$ cat config.mk
export PLATFORM = sky130hd
export DESIGN_NAME = id_stage_reg
export DESIGN_NICKNAME = d
export VERILOG_FILES = /design/src/rtl/arm_pkg.sv /design/src/rtl/pipe_reg.sv /design/src/rtl/id_stage_reg.sv
export SDC_FILE = /design/constraint.sdc
export NUM_CORES = 1
export LEC_CHECK = 0
export BUFFER_PORTS_ARGS = -buffer_cell sky130_fd_sc_hd__buf_2
export CAP_MARGIN = 20
export CORE_MARGIN = 2
export CORE_UTILIZATION = 48
export DETAILED_ROUTE_END_ITERATION = 12
export PLACE_DENSITY_LB_ADDON = 0.08
export SYNTH_ARGS = -nofsm -noshare
export SYNTH_HDL_FRONTEND = slang
export SYNTH_HIERARCHICAL = 1
export SYNTH_SLANG_ARGS = --single-unit
export TNS_END_PERCENT = 50
$ cat constraint.sdc
create_clock -name clk -period 1.7 [get_ports clk]
set_input_delay 0.17 -clock clk [delete_from_list [all_inputs] [get_ports clk]]
set_output_delay 0.17 -clock clk [all_outputs]
set_load 0.05 [all_outputs]
$ cat src/rtl/arm_pkg.sv
// rtl/arm_pkg.sv - shared widths and ALU command encodings for the ID/EXE pipeline
package arm_pkg;

    localparam int DATA_W     = 32;
    localparam int EXE_CMD_W  = 4;
    localparam int REG_ADDR_W = 4;
    localparam int SHIFT_OP_W = 12;
    localparam int IMM24_W    = 24;
    localparam int SR_W       = 4;
    localparam int CNT_W      = 16;

    // ALU commands; CMP/TST and LDR/STR alias the arithmetic ops they reuse
    localparam logic [EXE_CMD_W-1:0] EXE_NOP = 4'b0000;
    localparam logic [EXE_CMD_W-1:0] EXE_MOV = 4'b0001;
    localparam logic [EXE_CMD_W-1:0] EXE_MVN = 4'b1001;
    localparam logic [EXE_CMD_W-1:0] EXE_ADD = 4'b0010;
    localparam logic [EXE_CMD_W-1:0] EXE_ADC = 4'b0011;
    localparam logic [EXE_CMD_W-1:0] EXE_SUB = 4'b0100;
    localparam logic [EXE_CMD_W-1:0] EXE_SBC = 4'b0101;
    localparam logic [EXE_CMD_W-1:0] EXE_AND = 4'b0110;
    localparam logic [EXE_CMD_W-1:0] EXE_ORR = 4'b0111;
    localparam logic [EXE_CMD_W-1:0] EXE_EOR = 4'b1000;
    localparam logic [EXE_CMD_W-1:0] EXE_CMP = 4'b0100;
    localparam logic [EXE_CMD_W-1:0] EXE_TST = 4'b0110;
    localparam logic [EXE_CMD_W-1:0] EXE_LDR = 4'b0010;
    localparam logic [EXE_CMD_W-1:0] EXE_STR = 4'b0010;

endpackage

$ cat src/rtl/pipe_reg.sv
// rtl/pipe_reg.sv - one pipeline field register with hold > clear > load priority
module pipe_reg #(
    parameter int W = 1
) (
    input  logic         clk,
    input  logic         rst_n,
    input  logic         hold_i,
    input  logic         clr_i,
    input  logic [W-1:0] d_i,
    output logic [W-1:0] q_o
);

    logic [W-1:0] q_q;

    always_ff @(posedge clk or negedge rst_n) begin
        if (!rst_n)
            q_q <= '0;
        else if (hold_i)
            q_q <= q_q;
        else if (clr_i)
            q_q <= '0;
        else
            q_q <= d_i;
    end

    assign q_o = q_q;

endmodule

$ cat src/rtl/id_stage_reg.sv
// rtl/id_stage_reg.sv - ID/EXE pipeline register with freeze, flush-to-bubble and flush counter
module id_stage_reg
    import arm_pkg::*;
(
    input  logic                  clk,
    input  logic                  rst,
    input  logic                  flush,
    input  logic                  freeze,
    input  logic                  WB_EN_in,
    input  logic                  MEM_R_EN_in,
    input  logic                  MEM_W_EN_in,
    input  logic                  B_in,
    input  logic                  S_in,
    input  logic [EXE_CMD_W-1:0]  EXE_CMD_in,
    input  logic [DATA_W-1:0]     PC_in,
    input  logic [DATA_W-1:0]     Val_Rn_in,
    input  logic [DATA_W-1:0]     Val_Rm_in,
    input  logic                  imm_in,
    input  logic [SHIFT_OP_W-1:0] Shift_operand_in,
    input  logic [IMM24_W-1:0]    Signed_imm_24_in,
    input  logic [REG_ADDR_W-1:0] Dest_in,
    input  logic [REG_ADDR_W-1:0] src1_in,
    input  logic [REG_ADDR_W-1:0] src2_in,
    input  logic [SR_W-1:0]       SR_in,
    output logic                  WB_EN_out,
    output logic                  MEM_R_EN_out,
    output logic                  MEM_W_EN_out,
    output logic                  B_out,
    output logic                  S_out,
    output logic [EXE_CMD_W-1:0]  EXE_CMD_out,
    output logic [DATA_W-1:0]     PC_out,
    output logic [DATA_W-1:0]     Val_Rn_out,
    output logic [DATA_W-1:0]     Val_Rm_out,
    output logic                  imm_out,
    output logic [SHIFT_OP_W-1:0] Shift_operand_out,
    output logic [IMM24_W-1:0]    Signed_imm_24_out,
    output logic [REG_ADDR_W-1:0] Dest_out,
    output logic [REG_ADDR_W-1:0] src1_out,
    output logic [REG_ADDR_W-1:0] src2_out,
    output logic [SR_W-1:0]       SR_out,
    output logic                  valid_out,
    output logic [CNT_W-1:0]      flush_cnt
);

    logic [CNT_W-1:0] flush_cnt_q;
    logic [CNT_W-1:0] flush_cnt_d;

    pipe_reg #(.W(1)) u_wb_en (.clk(clk), .rst_n(rst), .hold_i(freeze), .clr_i(flush), .d_i(WB_EN_in), .q_o(WB_EN_out));
    pipe_reg #(.W(1)) u_mem_r (.clk(clk), .rst_n(rst), .hold_i(freeze), .clr_i(flush), .d_i(MEM_R_EN_in), .q_o(MEM_R_EN_out));
    pipe_reg #(.W(1)) u_mem_w (.clk(clk), .rst_n(rst), .hold_i(freeze), .clr_i(flush), .d_i(MEM_W_EN_in), .q_o(MEM_W_EN_out));
    pipe_reg #(.W(1)) u_b     (.clk(clk), .rst_n(rst), .hold_i(freeze), .clr_i(flush), .d_i(B_in), .q_o(B_out));
    pipe_reg #(.W(1)) u_s     (.clk(clk), .rst_n(rst), .hold_i(freeze), .clr_i(flush), .d_i(S_in), .q_o(S_out));
    pipe_reg #(.W(EXE_CMD_W)) u_exe_cmd (.clk(clk), .rst_n(rst), .hold_i(freeze), .clr_i(flush), .d_i(EXE_CMD_in), .q_o(EXE_CMD_out));
    pipe_reg #(.W(DATA_W)) u_pc     (.clk(clk), .rst_n(rst), .hold_i(freeze), .clr_i(flush), .d_i(PC_in), .q_o(PC_out));
    pipe_reg #(.W(DATA_W)) u_val_rn (.clk(clk), .rst_n(rst), .hold_i(freeze), .clr_i(flush), .d_i(Val_Rn_in), .q_o(Val_Rn_out));
    pipe_reg #(.W(DATA_W)) u_val_rm (.clk(clk), .rst_n(rst), .hold_i(freeze), .clr_i(flush), .d_i(Val_Rm_in), .q_o(Val_Rm_out));
    pipe_reg #(.W(1)) u_imm (.clk(clk), .rst_n(rst), .hold_i(freeze), .clr_i(flush), .d_i(imm_in), .q_o(imm_out));
    pipe_reg #(.W(SHIFT_OP_W)) u_shift (.clk(clk), .rst_n(rst), .hold_i(freeze), .clr_i(flush), .d_i(Shift_operand_in), .q_o(Shift_operand_out));
    pipe_reg #(.W(IMM24_W)) u_imm24 (.clk(clk), .rst_n(rst), .hold_i(freeze), .clr_i(flush), .d_i(Signed_imm_24_in), .q_o(Signed_imm_24_out));
    pipe_reg #(.W(REG_ADDR_W)) u_dest (.clk(clk), .rst_n(rst), .hold_i(freeze), .clr_i(flush), .d_i(Dest_in), .q_o(Dest_out));
    pipe_reg #(.W(REG_ADDR_W)) u_src1 (.clk(clk), .rst_n(rst), .hold_i(freeze), .clr_i(flush), .d_i(src1_in), .q_o(src1_out));
    pipe_reg #(.W(REG_ADDR_W)) u_src2 (.clk(clk), .rst_n(rst), .hold_i(freeze), .clr_i(flush), .d_i(src2_in), .q_o(src2_out));
    pipe_reg #(.W(SR_W)) u_sr (.clk(clk), .rst_n(rst), .hold_i(freeze), .clr_i(flush), .d_i(SR_in), .q_o(SR_out));

    // A load marks the slot real; a flush clears it to a bubble like every other field
    pipe_reg #(.W(1)) u_valid (.clk(clk), .rst_n(rst), .hold_i(freeze), .clr_i(flush), .d_i(1'b1), .q_o(valid_out));

    always_comb begin
        flush_cnt_d = flush_cnt_q;
        if (!freeze && flush && (flush_cnt_q != {CNT_W{1'b1}}))
            flush_cnt_d = flush_cnt_q + 1'b1;
    end

    always_ff @(posedge clk or negedge rst) begin
        if (!rst)
            flush_cnt_q <= '0;
        else
            flush_cnt_q <= flush_cnt_d;
    end

    assign flush_cnt = flush_cnt_q;

endmodule

==> flow_summary.json, run 1 <==
{
  "grt_max_degree": 157,
  "synth_top_area_share_pct": 57.6,
  "vias_per_cell": 4.79,
  "synth_seq_cells": 175,
  "yosys.area.top_type": "dfrtp_1",
  "reg2reg_from": "flush_cnt[13]",
  "fmax_mhz": 630,
  "overflow": 0,
  "fp-row-count": 46,
  "worstPathArrival_ns": 1.93,
  "yosysUniqueCellTypes": 35,
  "slew_viol_final": 0,
  "clk_latency_ns": 0.42,
  "path_clk_slew_ns": 0.06,
  "min_period_ns": 1.59,
  "outcome": "completed",
  "grt_pass1_vias": 6498,
  "antenna_found_initial": 1,
  "drt_iter0_drc": 428,
  "die_y_um": 130,
  "p_per_area_nw_per_um2": 1030,
  "tns_ns": 0,
  "cp-startpoint": "freeze",
  "die_x_um": 130,
  "route.detailed.drc": 0,
  "ys_async_sr_fraction_pct": 100,
  "critPathKind": "primary input to register",
  "setup_viol": 0,
  "die-area_um2": 16900,
  "synth_fp_nets": 904,
  "yosysSeqAreaShare_pct": 57.6,
  "synth_ff_type": "dfrtp_1",
  "drv_cap": 0,
  "hold_slack_ns": 0.0205,
  "busiest_layer": "met2",
  "clkSinkCount": 175,
  "syn-cell-area_um2": 7600,
  "p_leak_nw": 5.80,
  "routed-via-count": 6883,
  "hp-class": "primary input to register",
  "fin_worst_skew_ns": 0.00795,
  "dp.cells": 1259,
  "required_ns": 2.04,
  "startpoint_type": "primary input",
  "grt.met1_usage_pct": 31.1,
  "postRouteAntennaNets": 0,
  "synth_cells": 741,
  "hold_viol": 0,
  "drive_gt1_share_pct": 35.5,
  "n_fill_cell": 1153,
  "clock-root-buffer": "clkbuf_16",
  "grtUsageMet3_pct": 7.34,
  "yosys-top-cells-area": "dfrtp_1 (58%), nand2b_1 (12%), nand2_1 (7.2%), o21ai_1 (6.2%), o21ai_2 (3.5%)",
  "fin_nets": 1372,
  "avgSynthCellArea_um2": 10.3,
  "first_pass_iters": 5,
  "grt_pass1_wl_um": 33100,
  "ir_worst_vdd_uv": 674,
  "synth_edf_count": 0,
  "cts.path.max_buffers": 2,
  "relSlewSlack_pct": 53.0,
  "core_area_um2": 15700,
  "syn_to_final_growth_pct": 51.6,
  "worstPathMaxFanout": 12,
  "gp_congestion": 0.806,
  "multi_input_area_um2": 2940,
  "port_buffers": 336,
  "initial_core_util_pct": 48.6,
  "worstHoldStart": "src1_in[0]",
  "layout.cells.non_filler": 1438,
  "yosysWarnings": 6,
  "min_period_over_period_pct": 93.4,
  "worst_slew_pin_slew_ns": 0.705,
  "grtUsageTotal_pct": 25.0,
  "routed_wl_um": 21800,
  "synth_commonest_cells": "dfrtp_1 (175), nand2b_1 (149), nand2_1 (146), o21ai_1 (94), o21ai_2 (30)",
  "place_area_um2": 9430,
  "cts_made_buffers": 17,
  "htreeDepth": 4,
  "seq_area_um2": 4390,
  "io_pins": 337,
  "final_core_util_pct": 73.6,
  "synth_most_common_cell": "dfrtp_1",
  "grt_util_met2_pct": 40.7,
  "dpl.hpwl_um": 13700,
  "crit_path_end_kind": "register",
  "cts_tree": "built",
  "fin_area_um2": 11500,
  "routedWlPerCell_um": 15.1,
  "rsz0062_at_grt": "yes"
}
==> worst paths after layout <==
kind	endpoint	slack [ns]	cells after the start
max in group asynchronous	u_val_rm/q_o[1]	0.84	3
worst min-delay path	u_src1/q_o[0]	0.02	3
worst max register to register	flush_cnt[1]	0.11	4
worst max-delay path	flush_cnt[15]	0.11	6
worst min register to register	u_imm24/q_o[12]	0.48	2
min in group asynchronous	u_imm24/q_o[9]	0.23	2
==> power breakdown <==
| part | internal (mW) | leakage (nW) | switching [mW] |
|---|---|---|---|
| Sequential | 4.53 | 2.27 | 0.275 |
| Clock | 2.56 | 0.296 | 1.54 |
| Combinational | 0.919 | 3.24 | 2.08 |
==> flip-flops by register name (all words and copies together), names as in the netlist <==
name / count
flush_cnt: 16
u_b/q_o: 1
u_dest/q_o: 4
u_exe_cmd/q_o: 4
u_imm/q_o: 1
u_imm24/q_o: 24
u_mem_r/q_o: 1
u_mem_w/q_o: 1
u_pc/q_o: 32
u_s/q_o: 1
u_shift/q_o: 12
u_sr/q_o: 4
u_src1/q_o: 4
u_src2/q_o: 4
u_val_rm/q_o: 32
u_val_rn/q_o: 32
u_valid/q_o: 1
u_wb_en/q_o: 1
==> cells by family (layout without fill, tap and decap cells) <==
logic type                 after synthesis  count (layout)  share of synthesized area [%]
adders and majority gates                1               1                          0.165
muxes                                    1               1                          0.197
buffers and inverters                   41             520                           3.70
xor gates and xnor gates                12              12                           1.38
and+or+nand+nor                        345             345                           24.0
DFF                                    175             175                           57.6
AOI/OAI and AO/OA                      165             165                           12.9
other                                    1               3                         0.0493
==> cell type report <==
| class | instances | share of cell area, % |
|---|---|---|
| Sequential cell | 175 | 38.1 |
| Timing Repair Buffer | 490 | 28.6 |
| Multi-Input combinational cell | 525 | 25.5 |
| Clock buffer | 24 | 4.18 |
| Tap cell | 216 | 2.34 |
| Clock inverter | 6 | 1.15 |
| Antenna cell | 2 | 0.0434 |
==> metal layers <==
layer	vias up	share of wire (%)
li1	3388	-
met1	3190	40
met2	263	49
met3	42	7.6
met4	0	3.2
met5	-	0
==> critical path, stage by stage <==
cell	delay, ns
dlygate4sd3_1	0.56
buf_8	0.16
nor2b_2	0.16
nand4_2	0.24
nor4_1	0.45
xor2_1	0.17
==> cell usage in the layout (no fill, tap or decap), types with 2 or more instances in the layout <==
master         netlist  layout
clkbuf_16            0      17
dfrtp_2              0      12
nand4_2              2       2
dfrtp_1            175     163
xor2_1              12      12
nor3_1               4       4
nand2_1            146     146
a22o_1              10      10
buf_12               0       6
diode_2              0       2
o21ai_2             30      30
nand2b_1           149     149
nor3_2               3       3
o21ai_0             27      27
nand4_1              5       5
buf_4               14       2
bufinv_16            0       4
clkbuf_8             0       3
clkbuf_1             0       4
o21ai_1             94      94
nor4_1               3       3
dlygate4sd3_1        0     147
nor2_1              13      13
a21oi_1              2       2
a41oi_1              2       2
nand2_2             10      10
buf_2               14     333
==> per-stage QoR <==
| stage | power [mW] | setup slack [ns] |
|---|---|---|
| 6_report | 11.9 | 0.112 |
| 5_1_grt | 12.3 | -0.0161 |
| 4_1_cts | 12.0 | 0.0841 |
| 3_5_place_dp | 7.58 | 0.120 |
| 3_3_place_gp | 7.56 | 0.108 |
| 2_1_floorplan | 6.72 | -0.104 |
==> timing repair <==
| action | 4_1_cts | 5_1_grt |
|---|---|---|
| resized for setup | 0 | 1 |
| setup buffers | 0 | 0 |
| hold endpoints to repair | 180 | 0 |
| hold buffers | 147 | 0 |
| setup endpoints to repair | 0 | 2 |
Note: power is estimated with default switching activity, not from simulation.
==> run 2, diff against run 1 <==
--- a/config.mk
+++ b/config.mk
@@ -10,7 +10,8 @@
 export CORE_MARGIN = 2
 export CORE_UTILIZATION = 48
 export DETAILED_ROUTE_END_ITERATION = 12
-export PLACE_DENSITY_LB_ADDON = 0.08
+export PLACE_DENSITY = 0.92
+export SETUP_SLACK_MARGIN = 0.02
 export SYNTH_ARGS = -nofsm -noshare
 export SYNTH_HDL_FRONTEND = slang
 export SYNTH_HIERARCHICAL = 1
==> run 2 against run 1 <==
Clock-buffer cell count fell by 5. Wire length rose by 14%. Clock skew fell by 0.0043 ns. Power fell by 1.4%. Design area fell by 2.1%. Critical path depth fell by 1. Sequential power barely moved. Critical path type is now register to register. Sequential share of layout area rose by 0.84 points. Combinational power barely moved.
==> flow_summary.json, run 2 (same netlist as run 1, synthesis figures left out) <==
{
  "worst_slew_pin_slew_ns": 0.660,
  "hp-class": "primary input to register",
  "swShare_pct": 35.1,
  "syn_to_final_growth_pct": 48.4,
  "pre_cts_slack_ns": 0.115,
  "grtUsageTotal_pct": 28.0,
  "cts_tree": "built",
  "grt_pass1_wl_um": 36400,
  "grt_pass1_vias": 7418,
  "io_pins": 337,
  "clkPwrFrac_pct": 33.4,
  "slew_viol_final": 0,
  "tns_ns": 0,
  "startpoint_type": "register",
  "dpl.hpwl_um": 13300,
  "reg2reg_from": "flush_cnt[0]",
  "rsz0062_at_grt": "yes",
  "htreeDepth": 4,
  "worstHoldStart": "Shift_operand_in[3]",
  "outcome": "completed",
  "core_area_um2": 15700,
  "fin_nets": 1353,
  "n_fill_cell": 975,
  "clkSinkCount": 175,
  "fmax_mhz": 616,
  "drt_iter0_drc": 454,
  "fp-row-count": 46,
  "initial_core_util_pct": 48.6,
  "antenna_found_initial": 2,
  "hold_depth": 3,
  "critPathKind": "register to register",
  "worstPathMaxFanout": 5,
  "p_int_mw": 7.62,
  "die-area_um2": 16900,
  "overflow": 0,
  "p_per_area_nw_per_um2": 1040,
  "die_x_um": 130,
  "p_switching_mw": 4.12,
  "ir_worst_vdd_uv": 898,
  "final_core_util_pct": 72.1,
  "postRouteAntennaNets": 0,
  "fin_worst_skew_ns": 0.00369,
  "clock-root-buffer": "clkbuf_16",
  "cts_made_buffers": 17,
  "p_leak_nw": 5.70,
  "clk_latency_ns": 0.42,
  "first_pass_iters": 6,
  "routed-via-count": 7274,
  "post_cts_resized": 0,
  "grt_max_degree": 160,
  "drv_cap": 0,
  "die_y_um": 130,
  "min_period_ns": 1.62,
  "hold_viol": 0,
  "vias_per_cell": 5.12,
  "rr_worst_depth": 5,
  "sequentialPowerShare_pct": 41.1,
  "worst_slack_ns": 0.0771,
  "setup_viol": 0,
  "gp_congestion": 0.840,
  "port_buffers": 336,
  "mostFrequentLayoutCells": "buf_2 (333), dfrtp_1 (161), nand2b_1 (149)",
  "final_common_cell": "buf_2",
  "min_period_over_period_pct": 95.5,
  "p_comb_share_pct": 25.6,
  "reg2reg_slack_ns": 0.08,
  "required_ns": 2.03,
  "r2r-end": "flush_cnt[15]",
  "cts.path.max_buffers": 2,
  "crit_path_end_kind": "register",
  "path_clk_slew_ns": 0.07,
  "routed_wl_um": 24800,
  "drive_gt1_share_pct": 36.9,
  "routedWlPerCell_um": 17.4,
  "min_to": "u_shift/q_o[3]",
  "route.detailed.drc": 0,
  "worstPathArrival_ns": 1.96,
  "relSlewSlack_pct": 56.0
}
## run 2: changes by cell type in the layout (fill, tap and decap cells not counted), sizes merged, moves of 2 or more
cell / previous run / this run
buf: 343 / 349
bufinv: 4 / 2
clkbuf: 24 / 19
clkinv: 1 / 4
dlygate4sd3: 147 / 122
inv: 0 / 5
## run 2: through the flow
| stage | total power [mW] | instance area, um2 | hold slack, ns | std cells |
|---|---|---|---|---|
| floorplan | 6.72 | 7620 | -0.126 | 741 |
| global placement | 7.51 | 9450 | 0.108 | 1263 |
| detailed placement | 7.58 | 9450 | 0.114 | 1263 |
| CTS | 11.7 | 11300 | 0.00115 | 1418 |
| global route | 12.2 | 11300 | 0.0116 | 1421 |
| finish | 11.7 | 11300 | 0.0142 | 1422 |
## run 2: power groups by stage
stage                     Sequential [mW]  Combinational (mW)  Clock [mW]
final                                4.82                3.00        3.92
after global routing                 4.87                3.15        4.17
after CTS                            4.80                2.94        3.97
after detailed placement             4.87                2.70           0
after global placement               4.85                2.66           0
after floorplan                      6.12               0.594           0
## run 2: cell type report
type | instances | area (um2) | share of cell area, %
sequential | 175 | 4400 | 39.0
timing repair buffer | 471 | 3080 | 27.3
multi-input combinational | 525 | 2940 | 26.1
clock buffer | 19 | 433 | 3.84
tap | 216 | 270 | 2.40
clock inverter | 13 | 153 | 1.35
antenna | 3 | 7.51 | 0.0665
## run 2: how the worst max path moves through the flow
stage | slack (ns) | depth (start not counted) | endpoint | startpoint
CTS | 0.04 | 5 | flush_cnt[1] | flush_cnt[0]
finish | 0.08 | 5 | flush_cnt[15] | flush_cnt[0]
global placement | 0.16 | 4 | flush_cnt[1] | flush_cnt[13]
detailed placement | 0.11 | 4 | flush_cnt[1] | flush_cnt[13]
global route | 0.01 | 5 | flush_cnt[15] | flush_cnt[0]
floorplan | -0.10 | 4 | flush_cnt[1] | flush_cnt[11]
## run 2: critical path: stages, from the launching register on
cell and delay (ns):
dfrtp_2 0.44, ha_1 0.24, nand3_1 0.20, nor3_2 0.11
nor4_1 0.35, xor2_1 0.20
## run 2: layer usage
layer / vias to the layer above / share of wire [%] / GRT usage [%]
li1: 3352 / - / -
met1: 3458 / 37 / 30.9
met2: 354 / 51 / 48.4
met3: 110 / 6.4 / 6.68
met4: 0 / 5.6 / 17.9
met5: - / 0 / 0
## run 2: what timing repair did
action / CTS / global route
hold buffers: 122 / 0
setup endpoints to repair: 1 / 2
setup buffers: 1 / 1
cloned: 0 / 0
endpoints found under the hold margin: 153 / 0
pin swaps: 1 / 1
